File: src/rtl/memory_stage_ctrl.sv
// memory_stage_ctrl: EX/MEM memory access controller with stall, timeout and fault detection (optional MEM_ALIGN_CHECK_EN)
module memory_stage_ctrl #(
    parameter int TIMEOUT = 64
) (
    input  logic        clk,
    input  logic        rst,
    input  logic [15:0] Addr_in,
    input  logic [15:0] WriteData_in,
    input  logic        MemRead_in,
    input  logic        MemWrite_in,
    input  logic        valid_in,
    input  logic [15:0] mem_data_out,
    input  logic        mem_done,
    input  logic        mem_err,
    output logic [15:0] mem_addr,
    output logic [15:0] mem_wdata,
    output logic        mem_rd,
    output logic        mem_wr,
    output logic [15:0] Addr_out,
    output logic [15:0] mem_out_out,
    output logic        stall_out,
    output logic        err
);
    typedef enum logic [1:0] {IDLE, BUSY, ERR} state_t;
    state_t state;
    logic [7:0] cnt;
    logic [15:0] cap_addr, cap_wdata, data_q;
    logic cap_rd, cap_wr;
    logic idle, busy, req, rd_req, wr_req, misalign, fault, done_ok, rd_done, cnt_hit;
    always_comb begin
        idle = state == IDLE;
        busy = state == BUSY;
        req = valid_in & (MemRead_in | MemWrite_in);
        wr_req = valid_in & MemWrite_in;
        rd_req = valid_in & MemRead_in & ~MemWrite_in;
`ifdef MEM_ALIGN_CHECK_EN
        misalign = req & Addr_in[0];
`else
        misalign = 1'b0;
`endif
        fault = (idle & req & (mem_err | misalign)) | (busy & mem_err);
        done_ok = ((idle & req) | busy) & mem_done & ~fault;
        rd_done = done_ok & (idle ? rd_req : cap_rd);
        cnt_hit = busy & ~mem_done & (cnt + 8'd1 == 8'(TIMEOUT));
        mem_rd = idle ? rd_req & ~misalign : busy & cap_rd;
        mem_wr = idle ? wr_req & ~misalign : busy & cap_wr;
        mem_addr = busy ? cap_addr : Addr_in;
        mem_wdata = busy ? cap_wdata : WriteData_in;
        Addr_out = idle ? Addr_in : cap_addr;
        mem_out_out = rd_done ? mem_data_out : data_q;
        stall_out = (state == ERR) | fault | (((idle & req) | busy) & ~mem_done);
    end
    always_ff @(posedge clk) begin
        if (rst) begin
            state <= IDLE;
            cnt <= 8'd0;
            err <= 1'b0;
            cap_addr <= 16'd0;
            cap_wdata <= 16'd0;
            cap_rd <= 1'b0;
            cap_wr <= 1'b0;
            data_q <= 16'd0;
        end else begin
            if (rd_done) data_q <= mem_data_out;
            if (idle & req) begin
                cap_addr <= Addr_in;
                cap_wdata <= WriteData_in;
                cap_rd <= rd_req;
                cap_wr <= wr_req;
            end
            if (fault | cnt_hit) begin
                state <= ERR;
                err <= 1'b1;
            end else if (idle & req & ~mem_done) begin
                state <= BUSY;
                cnt <= 8'd0;
            end else if (busy & mem_done) begin
                state <= IDLE;
            end else if (busy) begin
                cnt <= cnt + 8'd1;
            end
        end
    end
endmodule
File: config.mk
export PLATFORM = sky130hd
export DESIGN_NAME = memory_stage_ctrl
export DESIGN_NICKNAME = d
export VERILOG_FILES = /design/src/rtl/memory_stage_ctrl.sv
export SDC_FILE = /design/constraint.sdc
export NUM_CORES = 1
export LEC_CHECK = 0
export ABC_AREA = 1
export CAP_MARGIN = 40
export CELL_PAD_IN_SITES_DETAIL_PLACEMENT = 0
export CELL_PAD_IN_SITES_GLOBAL_PLACEMENT = 1
export CORE_MARGIN = 2
export CORE_UTILIZATION = 33
export CTS_CLUSTER_DIAMETER = 100
export DETAILED_ROUTE_END_ITERATION = 10
export PLACE_DENSITY_LB_ADDON = 0.1
export SYNTH_ARGS = -nofsm -noshare
export SYNTH_HDL_FRONTEND = slang
export SYNTH_SLANG_ARGS = --single-unit
export TNS_END_PERCENT = 1
File: constraint.sdc
create_clock -name clk -period 4.2 [get_ports clk]
set_input_delay 0.84 -clock clk [delete_from_list [all_inputs] [get_ports clk]]
set_output_delay 0.84 -clock clk [all_outputs]
set_load 0.01 [all_outputs]
==> qor.csv <==
metric,value,unit
vias in the first global route,3000,
"CTS clk-pin slew, worst paths",0.07,ns
critical path data required time,3.36,ns
Setup-failing EPs final,0,
first-pass GRT wire length,14.4,mm
Internal,1.13,mW
vias,3316,
reg2reg setup slack,1.95,ns
final WL,8.69,mm
pin count of the biggest net entering global routing,66,
Combinational Power Share,27.5,%
starting density of the core,33.8,%
PortBufs,122,
busiest grt layer,met2,
"Seq/Total Area, Yosys",37.3,%
Tightest Pin Transition,0.568,ns
Max Cap Viol,0,
area grow syn2layout,46.3,%
cts repair resizes,0,
power density over the cells,334,nW/um2
chip width,104,um
# hold bufs at CTS,0,
CP startpoint kind,primary input,
met1 Track Usage GR,20.6,%
status,completed,
Fill cells,1002,
fin crit period,3.82,ns
"flops & latches, synth",61,
"Distinct cells, synth",29,
sw frac,29.7,%
final worst path period share,90.9,%
GRT Residual Overflow,0,
final cell count without fillers,741,
worst reg2reg path depth,9,
row cnt,36,
fin nets,660,
Final Max Tran Viols,0,
antenna fix cells,0,
Critical Path End Type,output pin,
Crit Reg-Reg Startpoint,state[0],
worst ir drop on vdd,168,uV
share of layout cells above drive strength 1,11.0,%
CTS max path bufs,2,
Mapped Avg Cell Area,6.69,um2
worst hold start,cap_wdata[10],
grt met3 use,3.65,%
Sink Count,61,
drt first pass iters,4,
Hold EP,cap_wdata[10],
P_sw,0.476,mW
gr usage total,16.2,%
initial antenna violation count,0,
Mapped Area,3280,um2
Setup WS pre-CTS,0.383,ns
Iter 0 DRT Violations,137,
clock tree from TritonCTS,done,
Inst Count DP,725,
GPL Wtd Cong,0.785,
relative slew slack,62.1,%
sequential share of power,40.4,%
Total Neg Setup Slack,0,ns
crit path max fanout,32,
GRT met2 Usage,26.0,%
Worst Hold Class,flop to flop,
clock latency on the worst-skew pair,0.34,ns
DR DRC count,0,
Die Area,10700,um2
Die Y-Extent,104,um
DR vias/cell,4.48,
CP Class,primary input to output pin,
final worst setup slack,0.381,ns
core area,9680,um2
hold depth,2,
Max Freq,262,MHz
RSZ-0062 raised after global routing,no,
post-synthesis cell count,490,
worst r2r dst,cnt[5],
clock network fraction of design power,32.2,%
htree depth,3,
cts bufs inserted,9,
crit path DAT,2.98,ns
"Setup Fix Bufs, Post-CTS",0,
endpoints failing hold,0,
Fin Clk Skew,0.00423,ns
Lkg Pwr,2.22,nW
syn_nets,547,
DR WL/cell,11.7,um
DP Wirelength,6.16,mm
Routed Antenna Nets,0,
I/O pin count,123,
Ys Warns,0,
clock root cell,clkbuf_8,
## synthesized netlist by cell type (all sizes together)
cell type / count / area [um2]
nand2: 111 / 457
clkbuf: 20 / 75.1
or2: 1 / 8.76
ha: 2 / 25.0
o21bai: 1 / 7.51
a21oi: 35 / 175
nand4: 7 / 43.8
o22ai: 1 / 6.26
nand3: 11 / 87.6
xnor2: 1 / 8.76
inv: 94 / 353
dfxtp: 61 / 1220
buf: 6 / 51.3
nor2: 36 / 179
a211oi: 1 / 7.51
nor3: 1 / 5.00
o21ai: 101 / 566
## layout make-up
cell class	count	area (um2)	area share, %
clock buffers	11	141	2.95
well taps	133	166	3.47
repair buffers	128	1290	26.8
inverters	94	353	7.36
flip-flops and latches	61	1220	25.5
multi-input cells	309	1580	32.9
clock inverters	5	50.0	1.04
## worst max-delay path, cell delays in order
cell and delay (ns):
clkdlybuf4s50_1 0.62, inv_1 0.12, nor2_1 0.23, nand2_4 0.30, nand2_1 0.17, o21ai_2 0.08
inv_1 0.07, clkdlybuf4s50_1 0.53
## power by group through the flow
stage | clock network, mW | registers (mW) | logic (mW)
floorplan | 0 | 0.656 | 0.228
global placement | 0 | 0.659 | 0.435
detailed placement | 0 | 0.660 | 0.443
CTS | 0.533 | 0.647 | 0.446
global route | 0.561 | 0.652 | 0.490
finish | 0.516 | 0.647 | 0.441
## metal layers
layer  wire (um)  part of all wire, %
met1        4210                   49
met2        3760                   43
met3         524                  6.0
met4         189                  2.2
met5           0                    0
## layout by cell type, fill, tap and decap left out, types with 4 or more instances in the layout
master	netlist	final
nor2_2	8	8
nand3_1	6	6
nor2_1	26	26
buf_4	1	5
clkinv_2	0	4
o21ai_0	83	83
nand4_1	7	7
a21oi_1	35	35
nand2_2	10	10
o21ai_2	16	16
inv_1	92	91
nand3_2	4	4
clkbuf_8	0	10
dfxtp_1	61	61
clkdlybuf4s50_1	0	122
nand2_1	99	99
## per-stage QoR
step	power, mW	utilization, %	instance area [um2]	hold WS [ns]
3_5_place_dp	1.10	47.5	4600	0.440
4_1_cts	1.63	49.5	4790	0.451
2_1_floorplan	0.884	-	3280	0.424
6_report	1.60	49.5	4790	0.447
3_3_place_gp	1.09	47.2	4580	0.437
5_1_grt	1.70	49.5	4790	0.472
## sequential cells by signal (all words and copies together) (netlist names)
register	count
cap_wr	1
cap_rd	1
cap_wdata	16
cnt	8
state	2
data_q	16
err	1
cap_addr	16
## kinds of logic after synthesis
kind of cell / Yosys count / share of synthesized area (%)
AO/OA/AOI/OAI: 139 / 23.3
AND/OR/NAND/NOR: 167 / 23.8
flip-flops: 61 / 37.3
adder cells (fa/ha/maj): 2 / 0.764
XOR/XNOR: 1 / 0.267
buffers and inverters: 120 / 14.6
## how the worst max path moves through the flow
stage / from / endpoint / depth (start not counted)
floorplan: valid_in / mem_out_out[1] / 7
global placement: mem_done / mem_out_out[2] / 8
detailed placement: mem_done / mem_out_out[1] / 8
CTS: mem_done / mem_out_out[2] / 8
global route: mem_done / mem_out_out[3] / 8
finish: mem_done / mem_out_out[2] / 8
Power figures use the tool's default switching activity.
